--- src/rtl/iob_req_queue.sv ---
// iob_req_queue: two-entry FSB I/O request queue feeding the PDS I/O master, driving the two-level latch strobes.
// Optional abort of a stuck ACT phase when IOB_QUEUE_TIMEOUT_EN is defined.
module iob_req_queue #(
  parameter int SYNC_STAGES = 2,
  parameter int TIMEOUT = 255
) (
  input  logic CLK,
  input  logic RES,
  input  logic IN_VALID,
  input  logic IN_RW,
  input  logic IN_LDS,
  input  logic IN_UDS,
  output logic IN_READY,
  output logic RD_DONE,
  output logic IOREQ,
  output logic IORW,
  output logic IOLDS,
  output logic IOUDS,
  input  logic IOACT,
  input  logic IODONE,
  output logic LE_IN,
  output logic LE_FWD,
  output logic QEMPTY,
  output logic ERR
);
  typedef enum logic [1:0] {IDLE, REQ, ACT, DONE} state_t;
  state_t state, state_n;
  logic [SYNC_STAGES-1:0] act_sync, done_sync;
  logic act_s, done_s;
  logic [1:0] count, count_n;
  logic [2:0] slot0, slot1, slot0_n, slot1_n, entry;
  logic rd_out, promo, promo_n, le_in_n, le_fwd_n;
  logic accept, retire, abort;

  if (SYNC_STAGES < 2 || TIMEOUT < 1) begin : g_bad_cfg
    $error("iob_req_queue: SYNC_STAGES must be >= 2 and TIMEOUT >= 1");
  end

  always_ff @(posedge CLK)
    if (RES) begin
      act_sync <= '0;
      done_sync <= '0;
    end else begin
      act_sync <= {act_sync[SYNC_STAGES-2:0], IOACT};
      done_sync <= {done_sync[SYNC_STAGES-2:0], IODONE};
    end

  assign act_s = act_sync[SYNC_STAGES-1];
  assign done_s = done_sync[SYNC_STAGES-1];

`ifdef IOB_QUEUE_TIMEOUT_EN
  localparam int TW = $clog2(TIMEOUT + 1);
  logic [TW-1:0] tcnt;

  always_ff @(posedge CLK)
    if (RES || state != ACT) tcnt <= '0;
    else tcnt <= tcnt + 1'b1;

  assign abort = state == ACT && !done_s && tcnt == TW'(TIMEOUT - 1);
`else
  assign abort = 1'b0;
`endif

  // a pending promotion owns the latch for one cycle, so no new capture then
  assign IN_READY = count != 2'd2 && (!IN_RW || count == 2'd0) && !rd_out && !promo;
  assign accept = IN_VALID && IN_READY;
  assign retire = state == ACT && (done_s || abort);
  assign entry = {IN_RW, IN_LDS, IN_UDS};

  always_comb begin
    count_n = count;
    slot0_n = slot0;
    slot1_n = slot1;
    le_in_n = 1'b0;
    le_fwd_n = 1'b0;
    promo_n = 1'b0;
    if (retire) begin
      count_n = count - 2'd1;
      slot0_n = slot1;
      le_fwd_n = count == 2'd2;
      promo_n = count == 2'd2;
    end
    if (accept) begin
      slot0_n = count_n == 2'd0 ? entry : slot0_n;
      slot1_n = count_n == 2'd0 ? slot1_n : entry;
      le_fwd_n = le_fwd_n || count_n == 2'd0;
      le_in_n = 1'b1;
      count_n = count_n + 2'd1;
    end
  end

  // LE_FWD for the head is always registered before IOREQ can rise
  always_comb
    state_n = state == IDLE ? (count != 2'd0 && !le_fwd_n ? REQ : IDLE) :
              state == REQ  ? (act_s ? ACT : REQ) :
              state == ACT  ? (retire ? DONE : ACT) :
              (!act_s && !done_s ? IDLE : DONE);

  always_ff @(posedge CLK)
    if (RES) begin
      state <= IDLE;
      count <= 2'd0;
      slot0 <= 3'b000;
      slot1 <= 3'b000;
      rd_out <= 1'b0;
      promo <= 1'b0;
      LE_IN <= 1'b0;
      LE_FWD <= 1'b0;
      RD_DONE <= 1'b0;
      ERR <= 1'b0;
    end else begin
      state <= state_n;
      count <= count_n;
      slot0 <= slot0_n;
      slot1 <= slot1_n;
      rd_out <= (rd_out && !(retire && slot0[2])) || (accept && IN_RW);
      promo <= promo_n;
      LE_IN <= le_in_n;
      LE_FWD <= le_fwd_n;
      RD_DONE <= retire && slot0[2];
      ERR <= abort;
    end

  assign IOREQ = state == REQ;
  assign {IORW, IOLDS, IOUDS} = count != 2'd0 ? slot0 : 3'b000;
  assign QEMPTY = count == 2'd0 && state == IDLE;
endmodule
--- config.mk ---
export PLATFORM = sky130hd
export DESIGN_NAME = iob_req_queue
export DESIGN_NICKNAME = d
export VERILOG_FILES = /design/src/rtl/iob_req_queue.sv
export SDC_FILE = /design/constraint.sdc
export NUM_CORES = 1
export LEC_CHECK = 0
export ABC_AREA = 1
export CAP_MARGIN = 5
export CORE_MARGIN = 5
export CORE_UTILIZATION = 45
export DETAILED_ROUTE_END_ITERATION = 6
export PLACE_DENSITY = 0.71
export SYNTH_ARGS = -nofsm -noshare
export SYNTH_HDL_FRONTEND = slang
export SYNTH_SLANG_ARGS = --single-unit
--- constraint.sdc ---
create_clock -name CLK -period 2 [get_ports CLK]
set_input_delay 0.5 -clock CLK [delete_from_list [all_inputs] [get_ports CLK]]
set_output_delay 0.5 -clock CLK [all_outputs]
set_load 0.05 [all_outputs]
### Yosys cells after proc, flatten, opt, wreduce, memory -nomap -nowiden

Cells that the tools add are included.

| storage, ports and cells | value |
|---|---|
| register bits | 19 |
| latch bits | 0 |
| RAM bits | 0 |
| memory bits (read-only) | 0 |
| output and inout bits | 10 |
| logic and storage cells | 60 |
| memories kept | 0 |

| cells by class | value |
|---|---|
| add/sub/neg operators | 2 |
| $mul | 0 |
| divide/modulo/power cells | 0 |
| magnitude comparators | 0 |
| equality and inequality tests | 4 |
| shifts and indexed selects | 0 |
| multiplexer cells | 16 |
| bitwise gates (word level) | 1 |
| reductions and logical operators | 26 |

Operator list:

| cell | count |
|---|---|
| $mux W2 | 7 |
| $mux W3 | 4 |
| $logic_and A1 B1 Y1 | 11 |
| $logic_not A1 Y1 | 7 |
| $logic_not A2 Y1 | 3 |
| $mux W1 | 5 |
| $eq A2 B2 Y1 const B | 2 |
| $logic_or A1 B1 Y1 | 3 |
| $add A2 B1 Y2 const B | 1 |
| $eq A2 B1 Y1 const B | 1 |
| $ne A2 B2 Y1 const B | 1 |
| $reduce_and A2 Y1 | 1 |
| $reduce_bool A2 Y1 | 1 |
| $sub A2 B1 Y2 const B | 1 |
| $not A1 Y1 | 1 |

### Depth between registers and ports, before layout

Gate-level depths: netlist of the first run.

| logic depth | value |
|---|---|
| depth in word-level cells | 11 |
| mapped depth | 10 |
| depth with buffers taken out | 10 |

### Worst setup path before layout of the first run

Ideal clock, no wire load.

| timing | value |
|---|---|
| kind | register to output |
| from | register count[1] |
| to | output port IOLDS |
| data arrival time | 1.332 ns |
| data required time | 1.500 ns |
| path slack | 0.168 ns |
| cell stages (with the launch flop) | 4 |
| path through | dfxtp_1 inv_1 ha_1 nor2_1 |

| on the way | value |
|---|---|
| cells in the longest elaborated chain, start to end | 2 |

Ends and longest elaborated chain:

| item | line | text |
|---|---|---|
| from (decl) | 30 | `logic [1:0] count, count_n;` |
| from (signal assigned) | 113 | `count <= count_n;` |
| $reduce_bool A2 Y1 | 125 | `assign {IORW, IOLDS, IOUDS} = count != 2'd0 ? slot0 : 3'b000;` |
| $mux W3 | 125 |  |
| to (decl) | 17 | `output logic IOLDS,` |

No other way between the ends.

### Worst setup path in the final report of the first run

| timing | value |
|---|---|
| from | input port IN_RW |
| to | output port IN_READY |

| on the way | value |
|---|---|
| cells in the longest elaborated chain, start to end | 5 |

Ends and longest elaborated chain:

| item | line | text |
|---|---|---|
| from (decl) | 10 | `input logic IN_RW,` |
| $logic_not A1 Y1 | 65 | `assign IN_READY = count != 2'd2 && (!IN_RW \|\| count == 2'd0) && !rd_out && !promo;` |
| $logic_or A1 B1 Y1 | 65 |  |
| $logic_and A1 B1 Y1 (3 in a row) | 65 |  |
| to (decl) | 13 | `output logic IN_READY,` |

No other way between the ends.

==> run metrics, run 1 <==
Total Nets Final=167; Post-Route WL=1.84 mm; Finished Cell Area=0.00122 sq mm; Psw=0.507 mW; Ports=18; Final Hold Viols=0; Synth cell types=25; period utilization=96.6%; initial DRC count=15; Seq pwr share=37.1%; area of the die=0.00312 sq mm; Yosys reg bits=19; CTS tree=built; Reg clk slew, reported paths=0.11 ns; GRT overflow=0; leading area contributor after synthesis=dfxtp_1; PortBufs=16; Slew HR=66.7%; Worst path max stage delay=0.51 ns; Sink Count=19; Routed Antenna Nets=0; worst hold endpoint=done_sync[1]$_SDFF_PP0_; Mapped Nets=145; Worst VDD drop=0.580 mV; placed cell areas=0.00119 sq mm; net switching share of the total power=40.6%; layout cell share with drive strength beyond 1=15.5%; drt wl/cell=10.1 um; via count=843; Initial Util=47.8%; reg2reg end=slot1[2]$_SDFFE_PP0P_; Core Rows=16; initial antenna violation count=0; clock share of power=15.5%; Required @ worst endpoint=1.50 ns; share of the synthesized area in the top cell type=40.2%; combinational share of power=47.4%; ant diodes=0; Syn Area/Cell=7.07 sq um; Hold Crit Start=done_sync[0]$_SDFF_PP0_; sequential area share after synthesis=40.2%; die height=55.9 um; all-layer global routing usage=12.8%; pin count of the biggest net entering global routing=13; Tightest Hold Check Type=flop to flop; main area contributors after synthesis=dfxtp_1, nor2_1, nand2_1; R2R Setup Slk=0.33 ns; CP max-delay cell=clkdlybuf4s50_1; # setup viols final=0; DRC viols=0; Clock Skew=0.00350 ns; Tmin final=1.93 ns; Area Growth Syn to Fin=29.3%; maximum clock frequency=517 MHz; Cell Chain, Critical Path=clkdlybuf4s50_1, nand2_1, nand2_2, nor2_8, buf_12; Post-CTS Setup Bufs=0; Slew @ Worst Pin=0.498 ns; RD Place Congestion=0.800; vias in the first global route=826; first-pass GRT wire length=3.30 mm; vias per cell=4.63; RR Startpoint=state[0]$_SDFF_PP0_; setup TNS=0 ns; PwrDens=1020 mW/mm^2; Core ar.=0.00198 sq mm; crit path launch type=input pin; CTS H-tree depth=1; clk_lat worst skew=0.29 ns; CP max FO=3; First-pass DRT Iterations=4; Synth Warn #=0; FF-to-FF path depth=9; P_leak=0.591 nW; count of pins over their slew limit=0; synthesized instance count=134; Setup crit end kind=output port; P_int=0.743 mW; Num CTS Buffers=3; critical path class=input pin to output port; Max-Cap Viols=0; Post-Syn Area=947 sq um; Die W=55.9 um; CTS Buffer Depth=2; worst hold path depth=2; # fillers=170; unrepaired setup endpoints after global routing=no; arrival time worst endpoint=1.43 ns; clk root buf=clkbuf_4; outcome=finished, final reports clean; HPWL Detailed=1.51 mm
## worst max path at each step
stage,startpoint,to
4_1_cts,count[1]$_SDFF_PP0_,IORW
3_3_place_gp,IN_RW,IN_READY
5_1_grt,count[1]$_SDFF_PP0_,IORW
6_report,IN_RW,IN_READY
2_1_floorplan,count[1]$_SDFF_PP0_,IOLDS
3_5_place_dp,IN_RW,IN_READY
## critical path, delay by kind of cell
family,cells,cell delay (ns)
buf+inv,2,0.65
simple gates,3,0.28
## synthesized netlist by cell type
master     n
nand2_1   27
buf_6      1
nor3_1     2
inv_2      2
nand4_2    1
conb_1     1
o21ai_0    3
nand2_2    1
nor2_2     1
nand3_1    5
nand4_1    4
nor2_8     1
nand2_4    1
a21oi_1    2
xor2_1     1
dfxtp_1   19
nand3_4    1
nand3_2    1
nor2_4     1
nor2_1    30
clkinv_1   1
a31oi_1    1
ha_1       3
buf_4      1
inv_1     23
## final cells by class
cell class	count	area (sq um)	share of cell area, %
repair buffers	19	230	18.8
multi-input cells	87	453	37.0
inverters	26	97.6	7.97
clock buffers	3	22.5	1.84
clock inverters	1	7.51	0.613
flip-flops and latches	19	380	31.1
well taps	27	33.8	2.76
## logic make-up (layout without fill, tap and decap cells)
group,after synthesis,in the layout,share of synthesized area [%]
buf+inv,28,49,12.3
compound gates,6,6,3.30
simple gates,76,76,39.0
xor+xnor,1,1,0.925
other cells,1,1,0.396
flops,19,19,40.2
fa+ha+maj,3,3,3.96
## through the flow
step           util [%]  hold slack [ns]  worst slack (ns)  cells  total power [mW]
2_1_floorplan         -            0.388             0.168    134             0.859
3_3_place_gp       60.2            0.390            0.0997    178              1.05
3_5_place_dp       60.2            0.392            0.0781    178              1.06
4_1_cts            61.7            0.409            0.0424    182              1.26
5_1_grt            61.8            0.425            0.0282    182              1.34
6_report           61.8            0.405            0.0671    182              1.25
## metal layers
metal / up-vias / global-route usage [%] / part of all wire (%) / wire length (um)
met5: - / 0 / 0 / 0
met1: 383 / 14.0 / 44 / 807
met3: 2 / 2.55 / 3.4 / 63
met4: 0 / 3.05 / 0.65 / 12
met2: 13 / 24.8 / 52 / 958
li1: 445 / - / - / -
## registers in the layout (all words and copies together) (netlist names)
name and count:
LE_IN 1, state 2, promo 1, rd_out 1, count 2, RD_DONE 1
act_sync 2, done_sync 2, slot0 3, slot1 3, LE_FWD 1
## cells in the final DEF, fill, tap and decap left out, drive strengths merged, types with 2 or more instances in the layout
cell,n
a21oi,2
buf,9
clkbuf,3
clkdlybuf4s50,10
dfxtp,19
ha,3
inv,25
nand2,29
nand3,7
nand4,5
nor2,33
nor3,2
o21ai,3
## repair_timing
action	CTS	global route
endpoints found under the setup margin	0	4
hold endpoints to repair	0	0
hold buffers	0	0
gates resized for setup	0	1
## power by group through the flow
stage	clock network [mW]	logic [mW]	registers (mW)
after detailed placement	0	0.592	0.473
after global routing	0.215	0.652	0.471
after CTS	0.204	0.594	0.464
final	0.194	0.592	0.464
after floorplan	0	0.375	0.484
after global placement	0	0.581	0.471
No activity file was read; power rests on OpenSTA's default activity.
==> run 2, diff against run 1 <==
--- a/config.mk
+++ b/config.mk
@@ -7,10 +7,13 @@
 export LEC_CHECK = 0
 export ABC_AREA = 1
 export CAP_MARGIN = 5
+export CELL_PAD_IN_SITES_DETAIL_PLACEMENT = 1
+export CELL_PAD_IN_SITES_GLOBAL_PLACEMENT = 1
 export CORE_MARGIN = 5
-export CORE_UTILIZATION = 45
+export CORE_UTILIZATION = 35
 export DETAILED_ROUTE_END_ITERATION = 6
-export PLACE_DENSITY = 0.71
+export PLACE_DENSITY_LB_ADDON = 0.1
+export REMOVE_ABC_BUFFERS = 1
 export SYNTH_ARGS = -nofsm -noshare
 export SYNTH_HDL_FRONTEND = slang
 export SYNTH_SLANG_ARGS = --single-unit
==> run metrics, run 2 (same netlist as run 1, synthesis figures left out) <==
outcome=finished, final reports clean; HPWL Detailed=1.84 mm; biggest regs=slot0 (3), slot1 (3); GRT met2 Usage=25.1%; Bufs and invs on worst path=1; first-pass GRT wire length=3.76 mm; area of the die=0.00385 sq mm; Worst path max stage delay=0.80 ns; Final Hold Viols=0; pin count of the biggest net entering global routing=13; Tightest Hold Check Type=flop to flop; M3 GR Usage=2.48%; placed cell areas=0.00120 sq mm; CP max FO=1; # fillers=342; Worst VDD drop=0.557 mV; Cell Chain, Critical Path=clkdlybuf4s50_1; layout cell share with drive strength beyond 1=17.3%; Finished Cell Area=0.00124 sq mm; via count=885; DRC viols=0; R2R Setup Slk=0.29 ns; P_leak=0.596 nW; Max-Cap Viols=0; Area Growth Syn to Fin=30.9%; vias in the first global route=902; Num CTS Buffers=3; Initial Util=37.5%; flip-flop and latch area=382 sq um; Core ar.=0.00252 sq mm; CTS Buffer Depth=2; Core Rows=18; RD Place Congestion=0.756; CTS H-tree depth=1; Slew @ Worst Pin=0.497 ns; Largest delay share family, worst path=buffers and inverters; vias per cell=4.76; die height=62.0 um; Total Nets Final=168; grt met1 use=14.1%; Post-CTS Hold Fix Bufs=0; Reg clk slew, reported paths=0.12 ns; # setup viols final=0; crit path launch type=flop; Post-Route WL=2.24 mm; Setup crit end kind=output port; GR peak layer=met2; Sink Count=19; Tmin final=1.94 ns; Die W=62.0 um; multi-input logic area=455 sq um; unrepaired setup endpoints after global routing=no; commonest non-fill, non-tap cell in the layout=nor2_1; count of pins over their slew limit=0; Required @ worst endpoint=1.50 ns; Slew HR=66.7%; commonest non-fill, non-tap cells in the layout=nor2_1, nand2_1, inv_1, dfxtp_1, clkdlybuf4s50_1; Routed Antenna Nets=0; First-pass DRT Iterations=2; clk root buf=clkbuf_4; Clock Skew=0.00392 ns; clk_lat worst skew=0.31 ns; initial antenna violation count=0; maximum clock frequency=515 MHz; initial DRC count=16; setup TNS=0 ns; CTS tree=built; PortBufs=16; GRT overflow=0; PwrDens=1040 mW/mm^2; arrival time worst endpoint=1.44 ns; period utilization=97.1%; Ports=18; critical path class=flop to output port; drt wl/cell=12.0 um; all-layer global routing usage=13.5%; ant diodes=0; CP max-delay cell=clkdlybuf4s50_1
## run 2: cell count changes in the layout (fill, tap and decap cells not counted)
cell,before,now
buf_4,4,5
nor2_2,1,2
nor2_1,30,29
dfxtp_2,0,1
dfxtp_1,19,18
## run 2: where the power goes
part	leakage (nW)	internal [mW]	switching, mW
Clock	0.0139	0.0764	0.135
Combinational	0.426	0.241	0.367
Sequential	0.156	0.432	0.0337
## run 2: per-stage QoR
| step | power (mW) | util (%) | instances | setup WS (ns) | hold WS, ns |
|---|---|---|---|---|---|
| after CTS | 1.30 | 48.9 | 186 | 0.00563 | 0.420 |
| after global placement | 1.06 | 47.7 | 182 | 0.125 | 0.396 |
| after detailed placement | 1.08 | 47.7 | 182 | 0.106 | 0.403 |
| final | 1.29 | 49.2 | 186 | 0.0572 | 0.417 |
| after floorplan | 0.853 | - | 132 | 0.168 | 0.388 |
| after global routing | 1.37 | 49.2 | 186 | 0.0119 | 0.438 |
## run 2: worst paths after layout
path	cells after the start	from	end
worst max-delay path	1	LE_IN$_SDFF_PP0_	LE_IN
worst max register to register	9	state[0]$_SDFF_PP0_	slot1[1]$_SDFFE_PP0P_
worst min-delay path	2	act_sync[0]$_SDFF_PP0_	act_sync[1]$_SDFF_PP0_
worst min register to register	2	act_sync[0]$_SDFF_PP0_	act_sync[1]$_SDFF_PP0_
## run 2: routing by layer
metal	wire (um)	vias to the layer above	part of all wire [%]
met1	943	425	42
met4	46	0	2.1
met3	62	5	2.8
met2	1180	10	53
met5	0	-	0
li1	-	445	-
## run 2: repair_timing
action,4_1_cts,5_1_grt
setup buffers,0,0
hold endpoints to repair,0,0
gates resized for setup,0,3
endpoints found under the setup margin,0,4
## run 2: area by class of cell
cell class	count	share of cell area (%)
Inverter	26	7.87
Clock buffer	3	1.82
Sequential cell	19	30.8
Timing Repair Buffer	20	19.2
Tap cell	30	3.03
Clock inverter	1	0.605
Multi-Input combinational cell	87	36.7
==> run 3, diff against run 2 <==
--- a/config.mk
+++ b/config.mk
@@ -10,8 +10,9 @@
 export CELL_PAD_IN_SITES_DETAIL_PLACEMENT = 1
 export CELL_PAD_IN_SITES_GLOBAL_PLACEMENT = 1
 export CORE_MARGIN = 5
-export CORE_UTILIZATION = 35
+export CORE_UTILIZATION = 38
 export DETAILED_ROUTE_END_ITERATION = 6
+export GPL_ROUTABILITY_DRIVEN = 0
 export PLACE_DENSITY_LB_ADDON = 0.1
 export REMOVE_ABC_BUFFERS = 1
 export SYNTH_ARGS = -nofsm -noshare
==> constraint.sdc (replaced) <==
create_clock -name CLK -period 2.4 [get_ports CLK]
set_input_delay 0.6 -clock CLK [delete_from_list [all_inputs] [get_ports CLK]]
set_output_delay 0.6 -clock CLK [all_outputs]
set_load 0.05 [all_outputs]
==> run metrics, run 3 (same netlist as run 1, synthesis figures left out) <==
outcome=finished, final reports clean; all-layer global routing usage=14.7%; via count=850; drt wl/cell=12.1 um; # setup viols final=0; biggest regs=slot0 (3), slot1 (3); Worst VDD drop=0.392 mV; P_int=0.578 mW; CTS H-tree depth=1; Post-CTS Hold Fix Bufs=0; Bufs and invs on worst path=3; area of the die=0.00359 sq mm; Slew HR=65.5%; final core occ=47.8%; Clock Skew=0.00138 ns; Core Rows=18; Final Hold Viols=0; vias in the first global route=901; Slew @ Worst Pin=0.516 ns; PortBufs=16; Die W=59.9 um; CTS tree=built; Ports=18; setup TNS=0 ns; Seq pwr share=38.2%; GRT overflow=0; R2R Setup Slk=0.67 ns; Sink Count=19; PnR worst setup slack=0.101 ns; Post-Route WL=2.22 mm; CTS Buffer Depth=2; clock share of power=17.5%; net switching share of the total power=42.9%; HPWL Detailed=1.80 mm; Area Growth Syn to Fin=22.9%; Setup crit end kind=output port; Resized Gates After CTS=0; Crit path top cell by count=inv_1; arrival time worst endpoint=1.70 ns; Tightest Hold Check Type=flop to flop; ant diodes=0; critical path class=flop to output port; Routed Antenna Nets=0; Psw=0.434 mW; clk_lat worst skew=0.31 ns; layout cell share with drive strength beyond 1=13.1%; DRC viols=0; initial DRC count=22; Required @ worst endpoint=1.80 ns; commonest non-fill, non-tap cell in the layout=nor2_1; # fillers=328; Max-Cap Viols=0; period utilization=95.8%; combinational share of power=44.3%; maximum clock frequency=435 MHz; Initial Util=38.9%; die height=59.9 um; Num CTS Buffers=3; pin count of the biggest net entering global routing=13; Tmin final=2.30 ns; unrepaired setup endpoints after global routing=no; CP max-delay cell=clkdlybuf4s50_1; clk root buf=clkbuf_4; count of pins over their slew limit=0; Cell Chain, Critical Path=inv_1, nand2_1, inv_1, clkdlybuf4s50_1; crit path launch type=flop; Largest delay share family, worst path=buffers and inverters; vias per cell=4.64; Total Nets Final=165; first-pass GRT wire length=3.91 mm; P_leak=0.567 nW; commonest non-fill, non-tap cells in the layout=nor2_1, nand2_1, inv_1, dfxtp_1, clkdlybuf4s50_1; Core ar.=0.00243 sq mm; CP max FO=3; Worst path max stage delay=0.79 ns; PwrDens=869 mW/mm^2; initial antenna violation count=0; Place WS=0.213 ns; First-pass DRT Iterations=3; Reg clk slew, reported paths=0.12 ns; Post-CTS Setup Bufs=0
[run 3: path summary, 6_finish.rpt]
kind / endpoint / cells past startpoint / from
setup / recovery: IOREQ / 4 / state[1]$_SDFF_PP0_
hold / removal: done_sync[1]$_SDFF_PP0_ / 2 / done_sync[0]$_SDFF_PP0_
setup reg to reg: slot1[0]$_SDFFE_PP0P_ / 9 / state[0]$_SDFF_PP0_
hold reg to reg: done_sync[1]$_SDFF_PP0_ / 2 / done_sync[0]$_SDFF_PP0_
[run 3: cell type report]
class	instances	area [sq um]	area share, %
multi-input cells	87	450	38.7
clock inverters	1	7.51	0.645
inverters	26	97.6	8.39
flip-flops and latches	19	380	32.7
well taps	30	37.5	3.23
repair buffers	17	168	14.4
clock buffers	3	22.5	1.94
[run 3: worst register-to-register path, cell delays in order (launching register included)]
cell	delay [ns]
dfxtp_1	0.35
inv_1	0.12
nand3_2	0.16
xor2_1	0.27
inv_1	0.08
ha_1	0.28
inv_1	0.15
nand4_1	0.11
nand2_1	0.08
nor2_1	0.05
[run 3: stage by stage]
step	power, mW	cell area, sq um	cells	hold slack [ns]
2_1_floorplan	0.711	928	132	0.388
3_5_place_dp	0.848	1130	179	0.410
6_report	1.01	1160	183	0.425
3_3_place_gp	0.835	1130	179	0.401
4_1_cts	1.03	1160	183	0.428
5_1_grt	1.09	1160	183	0.436
[run 3: metal layers]
metal / GRT usage, % / vias to the layer above / wire [um]
li1: - / 443 / -
met1: 17.3 / 392 / 979
met2: 26.2 / 10 / 1150
met3: 1.94 / 5 / 55
met4: 6.65 / 0 / 39
met5: 0 / - / 0
[run 3: power groups by stage]
stage / combinational [mW] / clock (mW) / sequential (mW)
floorplan: 0.308 / 0 / 0.403
global placement: 0.442 / 0 / 0.393
detailed placement: 0.453 / 0 / 0.395
CTS: 0.456 / 0.185 / 0.387
global route: 0.496 / 0.201 / 0.393
finish: 0.448 / 0.177 / 0.387
